[src/rtl/hazard_unit_pkg.sv]
// Shared types for the RV32 pipeline hazard controller: the shadow slot that
// tracks the destination of the instruction in EX or MEM, and the controller
// FSM state.
package hazard_unit_pkg;

    // Architectural register address width of RV32 (x0..x31).
    localparam int RV_REG_ADDR_W = 5;

    // Default width of the stall/flush performance counters.
    localparam int HZ_CNT_W = 32;

    // Destination information of one in-flight instruction.
    typedef struct packed {
        logic                     valid;
        logic [RV_REG_ADDR_W-1:0] rd;
        logic                     regwr;
        logic                     isload;
    } hz_slot_t;

    // RUN      : normal flow, all hazard rules evaluated.
    // LU_STALL : the cycle after a load-use bubble; the load now sits in MEM.
    // MEM_WAIT : whole pipe held while data memory is busy.
    typedef enum logic [1:0] {
        RUN      = 2'd0,
        LU_STALL = 2'd1,
        MEM_WAIT = 2'd2
    } hz_state_e;

endpackage

[src/rtl/hazard_unit_fwd_cmp.sv]
// hz_fwd_cmp: decides whether one ID source operand reads the register that
// one shadow slot is going to write. Purely combinational.
module hz_fwd_cmp #(
    parameter int ADDR_W = 5
) (
    input  logic              src_used_i,
    input  logic [ADDR_W-1:0] src_addr_i,
    input  logic              slot_valid_i,
    input  logic [ADDR_W-1:0] slot_rd_i,
    input  logic              slot_regwr_i,
    output logic              match_o
);

    logic slot_writes_rd;

    // x0 is hardwired to zero, so a slot targeting it never produces a value
    always_comb begin
        slot_writes_rd = slot_valid_i & slot_regwr_i & (slot_rd_i != '0);
        match_o        = src_used_i & slot_writes_rd & (slot_rd_i == src_addr_i);
    end

endmodule

[src/rtl/hazard_unit.sv]
// hazard_unit: hazard controller for the 5-stage RV32 datapath.
// Tracks the destinations of the instructions in EX and MEM, produces the
// registered EX forwarding enables, and controls stall, load-use bubble and
// branch flush. Two saturating counters report stall cycles and flushes.
//
// Hold semantics: oStall=1 freezes IF/ID/EX/MEM and this unit's shadow state
// for that cycle; oHoldFront=1 freezes only PC and IF/ID while EX receives
// a bubble (oBubbleEX). Nothing advances in the cycle oStall is high, and
// a taken branch is only accepted in a cycle where oStall is low.
module hazard_unit
    import hazard_unit_pkg::*;
#(
    parameter int REG_ADDR_W = RV_REG_ADDR_W,
    parameter int CNT_W      = HZ_CNT_W
) (
    input  logic                  iClk,
    input  logic                  nRst,
    input  logic                  iIdValid,
    input  logic [REG_ADDR_W-1:0] iIdRs1,
    input  logic [REG_ADDR_W-1:0] iIdRs2,
    input  logic                  iIdRs1Used,
    input  logic                  iIdRs2Used,
    input  logic [REG_ADDR_W-1:0] iIdRd,
    input  logic                  iIdRegWr,
    input  logic                  iIdIsLoad,
    input  logic                  iBranchTaken,
    input  logic                  iMemBusy,
    output logic                  oStall,
    output logic                  oHoldFront,
    output logic                  oBubbleEX,
    output logic                  oFlush,
    output logic                  oFwExS1_en,
    output logic                  oFwExS2_en,
    output logic                  oFwMeS1_en,
    output logic                  oFwMeS2_en,
    output logic [CNT_W-1:0]      oStallCnt,
    output logic [CNT_W-1:0]      oFlushCnt,
    output logic [1:0]            oDbgState
);

    // ------------------------------------------------------------------
    // State
    // ------------------------------------------------------------------
    hz_state_e  state_q, state_d;
    hz_slot_t   ex_slot_q, ex_slot_d;
    hz_slot_t   me_slot_q, me_slot_d;

    logic       fw_ex_s1_q, fw_ex_s1_d;
    logic       fw_ex_s2_q, fw_ex_s2_d;
    logic       fw_me_s1_q, fw_me_s1_d;
    logic       fw_me_s2_q, fw_me_s2_d;

    logic [CNT_W-1:0] stall_cnt_q, stall_cnt_d;
    logic [CNT_W-1:0] flush_cnt_q, flush_cnt_d;

    // ------------------------------------------------------------------
    // Source/slot comparisons
    // ------------------------------------------------------------------
    logic src1_used;
    logic src2_used;
    logic ex_hit_s1;
    logic ex_hit_s2;
    logic me_hit_s1;
    logic me_hit_s2;
    logic fw_me_s1;
    logic fw_me_s2;
    logic lu_haz;

    // A source only counts when ID holds a real instruction that reads it
    always_comb begin
        src1_used = iIdValid & iIdRs1Used;
        src2_used = iIdValid & iIdRs2Used;
    end

    hz_fwd_cmp #(.ADDR_W(REG_ADDR_W)) u_cmp_ex_s1 (
        .src_used_i   (src1_used),
        .src_addr_i   (iIdRs1),
        .slot_valid_i (ex_slot_q.valid),
        .slot_rd_i    (ex_slot_q.rd),
        .slot_regwr_i (ex_slot_q.regwr),
        .match_o      (ex_hit_s1)
    );

    hz_fwd_cmp #(.ADDR_W(REG_ADDR_W)) u_cmp_ex_s2 (
        .src_used_i   (src2_used),
        .src_addr_i   (iIdRs2),
        .slot_valid_i (ex_slot_q.valid),
        .slot_rd_i    (ex_slot_q.rd),
        .slot_regwr_i (ex_slot_q.regwr),
        .match_o      (ex_hit_s2)
    );

    hz_fwd_cmp #(.ADDR_W(REG_ADDR_W)) u_cmp_me_s1 (
        .src_used_i   (src1_used),
        .src_addr_i   (iIdRs1),
        .slot_valid_i (me_slot_q.valid),
        .slot_rd_i    (me_slot_q.rd),
        .slot_regwr_i (me_slot_q.regwr),
        .match_o      (me_hit_s1)
    );

    hz_fwd_cmp #(.ADDR_W(REG_ADDR_W)) u_cmp_me_s2 (
        .src_used_i   (src2_used),
        .src_addr_i   (iIdRs2),
        .slot_valid_i (me_slot_q.valid),
        .slot_rd_i    (me_slot_q.rd),
        .slot_regwr_i (me_slot_q.regwr),
        .match_o      (me_hit_s2)
    );

    // Youngest producer wins: a MEM match is dropped when EX also matches.
    // A load in EX cannot forward yet, which is the load-use hazard.
    always_comb begin
        fw_me_s1 = me_hit_s1 & ~ex_hit_s1;
        fw_me_s2 = me_hit_s2 & ~ex_hit_s2;
        lu_haz   = ex_slot_q.isload & (ex_hit_s1 | ex_hit_s2);
    end

    // ------------------------------------------------------------------
    // Controller FSM
    // ------------------------------------------------------------------
    logic stall_c;
    logic hold_c;
    logic bubble_c;
    logic flush_c;
    logic run_rules;

    // Next state and hazard controls; MEM_WAIT drops back to the RUN rules
    // in the same cycle the memory becomes ready, and LU_STALL always does
    always_comb begin
        state_d   = state_q;
        stall_c   = 1'b0;
        hold_c    = 1'b0;
        bubble_c  = 1'b0;
        flush_c   = 1'b0;
        run_rules = 1'b0;

        case (state_q)
            MEM_WAIT: begin
                if (iMemBusy) begin
                    stall_c = 1'b1;
                end else begin
                    run_rules = 1'b1;
                end
            end
            default: begin
                run_rules = 1'b1;
            end
        endcase

        if (run_rules) begin
            if (iMemBusy) begin
                stall_c = 1'b1;
                state_d = MEM_WAIT;
            end else if (iBranchTaken) begin
                // The dependent instruction is killed, so no load-use stall
                flush_c  = 1'b1;
                bubble_c = 1'b1;
                state_d  = RUN;
            end else if (lu_haz) begin
                hold_c   = 1'b1;
                bubble_c = 1'b1;
                state_d  = LU_STALL;
            end else begin
                state_d  = RUN;
            end
        end
    end

    // FSM state register
    always_ff @(posedge iClk or negedge nRst) begin
        if (!nRst) begin
            state_q <= RUN;
        end else begin
            state_q <= state_d;
        end
    end

    // ------------------------------------------------------------------
    // Shadow slots and registered forwarding enables
    // ------------------------------------------------------------------
    // Advance the shadow pipe unless the whole pipe is stalled
    always_comb begin
        me_slot_d  = me_slot_q;
        ex_slot_d  = ex_slot_q;
        fw_ex_s1_d = fw_ex_s1_q;
        fw_ex_s2_d = fw_ex_s2_q;
        fw_me_s1_d = fw_me_s1_q;
        fw_me_s2_d = fw_me_s2_q;

        if (!stall_c) begin
            me_slot_d = ex_slot_q;
            ex_slot_d = '0;
            if (!(bubble_c | flush_c) && iIdValid) begin
                ex_slot_d.valid  = 1'b1;
                ex_slot_d.rd     = iIdRd;
                ex_slot_d.regwr  = iIdRegWr;
                ex_slot_d.isload = iIdIsLoad;
            end

            if (bubble_c | flush_c) begin
                fw_ex_s1_d = 1'b0;
                fw_ex_s2_d = 1'b0;
                fw_me_s1_d = 1'b0;
                fw_me_s2_d = 1'b0;
            end else begin
                fw_ex_s1_d = ex_hit_s1;
                fw_ex_s2_d = ex_hit_s2;
                fw_me_s1_d = fw_me_s1;
                fw_me_s2_d = fw_me_s2;
            end
        end
    end

    // Shadow slot and forwarding-enable registers
    always_ff @(posedge iClk or negedge nRst) begin
        if (!nRst) begin
            ex_slot_q  <= '0;
            me_slot_q  <= '0;
            fw_ex_s1_q <= 1'b0;
            fw_ex_s2_q <= 1'b0;
            fw_me_s1_q <= 1'b0;
            fw_me_s2_q <= 1'b0;
        end else begin
            ex_slot_q  <= ex_slot_d;
            me_slot_q  <= me_slot_d;
            fw_ex_s1_q <= fw_ex_s1_d;
            fw_ex_s2_q <= fw_ex_s2_d;
            fw_me_s1_q <= fw_me_s1_d;
            fw_me_s2_q <= fw_me_s2_d;
        end
    end

    // ------------------------------------------------------------------
    // Performance counters (saturating)
    // ------------------------------------------------------------------
    // Count held cycles and accepted flushes, sticking at all-ones
    always_comb begin
        stall_cnt_d = stall_cnt_q;
        flush_cnt_d = flush_cnt_q;
        if ((stall_c | hold_c) && (stall_cnt_q != {CNT_W{1'b1}})) begin
            stall_cnt_d = stall_cnt_q + CNT_W'(1);
        end
        if (flush_c && (flush_cnt_q != {CNT_W{1'b1}})) begin
            flush_cnt_d = flush_cnt_q + CNT_W'(1);
        end
    end

    // Counter registers
    always_ff @(posedge iClk or negedge nRst) begin
        if (!nRst) begin
            stall_cnt_q <= '0;
            flush_cnt_q <= '0;
        end else begin
            stall_cnt_q <= stall_cnt_d;
            flush_cnt_q <= flush_cnt_d;
        end
    end

    // ------------------------------------------------------------------
    // Outputs
    // ------------------------------------------------------------------
    // Combinational controls are forced low while reset is asserted so that
    // every output reads zero immediately, even if iMemBusy is high
    always_comb begin
        oStall     = stall_c  & nRst;
        oHoldFront = hold_c   & nRst;
        oBubbleEX  = bubble_c & nRst;
        oFlush     = flush_c  & nRst;
        oFwExS1_en = fw_ex_s1_q;
        oFwExS2_en = fw_ex_s2_q;
        oFwMeS1_en = fw_me_s1_q;
        oFwMeS2_en = fw_me_s2_q;
        oStallCnt  = stall_cnt_q;
        oFlushCnt  = flush_cnt_q;
        oDbgState  = state_q;
    end

endmodule

[config.mk]
export PLATFORM = sky130hd
export DESIGN_NAME = hazard_unit
export DESIGN_NICKNAME = d
export VERILOG_FILES = /design/src/rtl/hazard_unit_pkg.sv /design/src/rtl/hazard_unit_fwd_cmp.sv /design/src/rtl/hazard_unit.sv
export SDC_FILE = /design/constraint.sdc
export NUM_CORES = 1
export LEC_CHECK = 0
export CORE_MARGIN = 2
export CORE_UTILIZATION = 50
export DETAILED_ROUTE_END_ITERATION = 12
export PLACE_DENSITY = 0.78
export SLEW_MARGIN = 40
export SYNTH_ARGS = -nofsm -noshare
export SYNTH_HDL_FRONTEND = slang
export SYNTH_HIERARCHICAL = 1
export SYNTH_SLANG_ARGS = --single-unit
[constraint.sdc]
create_clock -name iClk -period 2.7 [get_ports iClk]
set_input_delay 0.27 -clock iClk [delete_from_list [all_inputs] [get_ports iClk]]
set_output_delay 0.27 -clock iClk [all_outputs]
set_load 0.05 [all_outputs]
* Yosys cells after proc, flatten, opt, wreduce, memory -nomap -nowiden
Cells that the tools add are included.
** Storage, ports and cells
- Register bits after elaboration :: 85
- Output and inout bits :: 74
** Cells by class
- Add/subtract/negate cells :: 2
- Eq/ne operators :: 7
- Mux-type cells :: 24
- Bitwise gates (word level) :: 26
- Reduce and logical (&&, ||, !) cells :: 6
** Operators with widths (number)
- $add 32x1->32 const B :: 2
- $ne 32x32->1 const B :: 2
- $mux 1 :: 22
- $and 1x1->1 :: 21
- $eq 5x5->1 :: 4
- $reduce_bool 5->1 :: 2
- $mux 8 :: 1
- $logic_and 1x1->1 :: 3
- $or 1x1->1 :: 3
- $eq 2x2->1 const B :: 1
- $mux 2 :: 1
- $not 1->1 :: 2
- $logic_not 1->1 :: 1

* Longest topological paths before layout
- Depth after elaboration :: 14
- Mapped depth :: 9
- Gate-level depth less buffers :: 8

* Cells and area by module
Netlist, hierarchy kept.
** Modules (own cells, without submodules)
- hazard_unit :: times used 1, cells each 358, area each 3947.5 um2, sequential area each 2127.0 um2
- hz_fwd_cmp :: times used 4, cells each 10, area each 70.1 um2, sequential area each 0.0 um2

* Worst setup path after synthesis
No wires, ideal clock.
- Kind :: register -> output
- Start point :: reg ex_slot_q[4] (netlist name)
- End point :: out oBubbleEX
- Arrival time :: 2403 ps
- Path slack :: 27 ps
- Cell stages (with the launch flop) :: 7
- Path through :: dfrtp_1 > xnor2_1 > nand4_1 > a211oi_1 > o21a_1 > nor2_1 > nor3b_1
** On the way
- Cells in the longest elaborated chain, start to end :: 11
** Ends and longest elaborated chain
- start: declaration :: line hazard_unit.sv:45 : hz_slot_t ex_slot_q, ex_slot_d;
- start signal: assignment :: line hazard_unit.sv:225 : ex_slot_q <= ex_slot_d;
- $reduce_bool 5->1 :: line hazard_unit_fwd_cmp.sv:18 : slot_writes_rd = slot_valid_i & slot_regwr_i & (slot_rd_i != '0);
- $and 1x1->1 :: line hazard_unit_fwd_cmp.sv:18
- $and 1x1->1 :: line hazard_unit_fwd_cmp.sv:19 : match_o = src_used_i & slot_writes_rd & (slot_rd_i == src_addr_i);
- $and 1x1->1 * :: line hazard_unit_fwd_cmp.sv:19
- via ex_hit_s2 :: line hazard_unit.sv:62 : logic ex_hit_s2;
- $or 1x1->1 * :: line hazard_unit.sv:116 : lu_haz = ex_slot_q.isload & (ex_hit_s1 | ex_hit_s2);
- $and 1x1->1 * :: line hazard_unit.sv:116
- $mux 1 * :: line hazard_unit.sv:160 : end else if (lu_haz) begin
- $mux 1 * :: line hazard_unit.sv:155 : end else if (iBranchTaken) begin
- $mux 1 * :: line hazard_unit.sv:152 : if (iMemBusy) begin
- $mux 1 * :: line hazard_unit.sv:151 : if (run_rules) begin
- $and 1x1->1 * :: line hazard_unit.sv:268 : oBubbleEX = bubble_c & nRst;
- end: declaration :: line hazard_unit.sv:30 : output logic oBubbleEX,
Mark *: on every way through the listed nets, which the timed path passes. The rest lies on a longest branch.

* Final worst setup path
- Start point :: reg ex_slot_q[5] (netlist name)
- End point :: out oHoldFront
** On the way
- Cells in the longest elaborated chain, start to end :: 11
** Ends and longest elaborated chain
- $reduce_bool 5->1 :: line hazard_unit_fwd_cmp.sv:18
- $and 1x1->1 :: line hazard_unit_fwd_cmp.sv:18
- $and 1x1->1 :: line hazard_unit_fwd_cmp.sv:19
- $and 1x1->1 * :: line hazard_unit_fwd_cmp.sv:19
- via ex_hit_s2 :: line hazard_unit.sv:62
- $or 1x1->1 * :: line hazard_unit.sv:116
- $and 1x1->1 * :: line hazard_unit.sv:116
- $mux 1 * :: line hazard_unit.sv:160
- $mux 1 * :: line hazard_unit.sv:155
- $mux 1 * :: line hazard_unit.sv:152
- $mux 1 * :: line hazard_unit.sv:151
- $and 1x1->1 * :: line hazard_unit.sv:267 : oHoldFront = hold_c & nRst;
- end: declaration :: line hazard_unit.sv:29 : output logic oHoldFront,
Marked as above.

==> impl_summary.txt <==
----------------------------------------------------
[Global route]
  Total global routing track utilization ... approximately 23%
  Global-route wire length before repair ... around 16000 µm
  Largest net degree at the start of global routing ... 60
  Global route total overflow ... 0
  Vias in the first global route ... roughly 3400
  Number of antenna violations at the first check in global routing ... 0

[Yosys]
  Number of nets in the synthesized netlist ... between 400 and 500
  Flip-flop and latch count after synthesis ... between 80 and 90
  Synth area leaders ... dfrtp_1 50%, xnor2_1 8.5%, xor2_1 7.5%
  Post-synth top flop ... dfrtp_1
  Share of async-settable or async-resettable flops after synthesis ... 100%
  Number of instances in the synthesized netlist ... between 300 and 400
  Count of distinct cell types in the synthesized netlist ... 46
  Area share of the leading cell type in the synthesized netlist ... about half
  EDFF count, synth ... 0
  Sequential element share of the synthesized area ... around half
  Cell type contributing the most total cell area after synthesis ... dfrtp_1
  Post-synthesis average cell area ... approximately 11 µm²
  Combined area of all synthesized cells ... approximately 4200 µm²
  Syn. warnings ... 6

[Hold path]
  Kind of path behind the tightest hold check ... in -> async

[Worst setup path]
  Startpoint type of the worst setup path ... flip-flop
  Crit Path Category ... reg -> out
  Worst EP arrival ... about 2.2 ns
  Nature of the critical path endpoint ... output port
  Critical path required time ... 2.43 ns
  Startpoint of the most critical setup path ... ex_slot_q[5]
  Worst r2r src ... oFlushCnt[0]
  Worst Path Max Fanout ... 6

[Timing]
  Setup repair after global routing missed its margin ... false
  Final count of negative-setup-slack endpoints ... 0
  Period Utilization, post-route ... a little over 90%
  Sum of negative setup slack ... 0 ns
  Max-slew violation count ... 0
  Maximum clock frequency ... about 400 MHz
  Setup WS post-layout ... between 0.15 and 0.2 ns
  Final number of hold-violating endpoints ... 0
  Worst hold-check slack ... ~0.37 ns
  Post-layout minimum cycle time ... around 2.5 ns
  Worst Skew ... between 0.015 and 0.02 ns
  Actual slew at the worst max-slew pin ... about 0.67 ns
  Rel. slew slack ... a little under three fifths

[CTS]
  Total CTS buffers ... 9
  Number of H-tree levels ... 3
  Clock Sink Count ... between 80 and 90
  Root buffer selected by CTS ... clkbuf_8
  TritonCTS clock tree ... done
  Clock latency reported for the late side of the worst-skew pair ... ~0.36 ns
  Clk pin slew, worst setup/hold paths ... ~0.09 ns
  Buffer levels on the longest clock path ... 2

[Place]
  Setup slack at placement ... between 0.0006 and 0.0007 ns
  # port buffers ... 97
  RD Place Congestion ... between 0.8 and 0.9
  Detailed-placement wirelength estimate ... a little over 7000 µm

[Floorplan]
  Height of the chip ... between 90 and 100 µm
  Area of the die ... ~9200 µm²
  Die W ... about 96 µm
  CORE AREA ... slightly above 8000 µm²
  Number of rows in the core area ... 33
  Number of top-level pins ... 98
  Initial standard-cell utilization of the core ... just over 50%

[Detailed routing]
  Initial detailed-routing violation count ... roughly 160
  Per-cell routed wire length ... 15.9 µm
  Via count ... between 3000 and 4000
  WL final ... around 9900 µm
  DRC errors left ... 0
  Number of nets still failing antenna checks after routing ... 0
  Number of search-and-repair iterations in the first detailed-routing pass ... 4
  Via-to-Cell Ratio ... approximately 5.5

[Finish]
  Most frequent standard cell in the layout excluding fill and tap cells ... clkdlybuf4s50_1
  Util after Layout ... between 60% and 70%
  Area growth, synth to finish ... 33.4%
  Highest-count cells in the layout ignoring fill and taps ... 92 x clkdlybuf4s50_1, 85 x dfrtp_1, 41 x xnor2_1
  # diodes ... 0
  Nets ... approximately 540
  Fraction of layout cells with a size suffix above 1 ... a little over a tenth

[Power]
  Standby leakage power ... 2.39 nW
  Pwr Density ... between 500 and 600 nW/µm²
  Max IR drop VDD ... slightly below 0.8 mV

[Run]
  Max-capacitance violation count ... 0

[Status]
  Outcome ... completed

----------------------------------------------------
-- power breakdown --
part	internal, W	switching [W]
clock network	0.000361	0.000443
registers	0.00140	0.000177
logic	0.000360	0.000610
total	0.00212	0.00123
-- flip-flops by register name, indices dropped and copies added (netlist names) --
name,cells
oFwMeS2_en,1
oFwExS1_en,1
oDbgState,2
oFwMeS1_en,1
oFlushCnt,32
ex_slot_q,8
oFwExS2_en,1
me_slot_q,7
oStallCnt,32
-- path summary, 6_finish.rpt --
kind	end	slack [ns]	cells after the start
worst max-delay path	oHoldFront	0.20	7
worst min-delay path	oFlushCnt[29]	0.37	2
min in group iClk	oStallCnt[30]	0.49	1
worst max register to register	oFlushCnt[29]	0.32	6
worst min register to register	oStallCnt[30]	0.49	1
max in group asynchronous	oStallCnt[1]	1.48	3
-- what timing repair did --
item,CTS,global route
hold buffers,1,0
setup buffers,0,0
endpoints found under the hold margin,26,0
gates resized for setup,0,3
endpoints found under the setup margin,0,2
-- routing by layer --
layer | global-route usage [%] | vias to the layer above | wire, µm
li1 | - | 1644 | -
met1 | 31.1 | 1674 | 4480
met2 | 36.7 | 107 | 4800
met3 | 4.23 | 14 | 462
met4 | 8.57 | 0 | 146
met5 | 0 | - | 0
-- per-stage QoR --
stage | cell area [µm²] | total power [W] | instances
floorplan | 4230 | 0.00217 | 398
global placement | 5440 | 0.00254 | 604
global route | 5640 | 0.00351 | 621
CTS | 5620 | 0.00337 | 621
detailed placement | 5440 | 0.00256 | 604
finish | 5640 | 0.00335 | 621
-- cell type report --
class / count / area, µm²
inverters: 11 / 41.3
repair buffers: 111 / 1130
clock buffers: 13 / 149
flip-flops and latches: 85 / 2130
clock inverters: 3 / 21.3
well taps: 105 / 131
multi-input cells: 293 / 2040
fillers: 647 / 2580
-- worst max-delay path, stage by stage (launching register included) --
cell and delay [ns]:
dfrtp_1 0.49, o41ai_1 0.45, a211oi_2 0.13, o21ai_0 0.25, buf_4 0.16, nor3_1 0.04
and2_1 0.20, buf_12 0.15
-- synth_stat cells, types with 2 or more instances --
cell	count
inv_1	11
nor3_1	25
or3_1	7
a22o_1	9
ha_1	2
or4_1	3
mux2_2	8
nor2_1	19
nand2_1	36
nor4b_1	2
dfrtp_1	85
and2_1	7
clkbuf_1	6
and3_1	8
nand4_1	19
a32o_1	2
xor2_1	36
and4_1	3
a211oi_1	4
o41ai_1	4
xnor2_1	41
nand3_1	24
nor4_1	10
nor4_2	5
-- cells by family (layout without fill, tap and decap cells) --
logic type	after synthesis	in the layout	share of synthesized area, %
DFF	85	85	50.3
xor gates and xnor gates	77	77	16.0
muxes	8	8	2.13
and+or+nand+nor	178	178	23.6
buffers and inverters	20	138	1.98
AOI/OAI and AO/OA	28	28	5.42
adders and majority gates	2	2	0.592
Power figures use the tool's default switching activity.
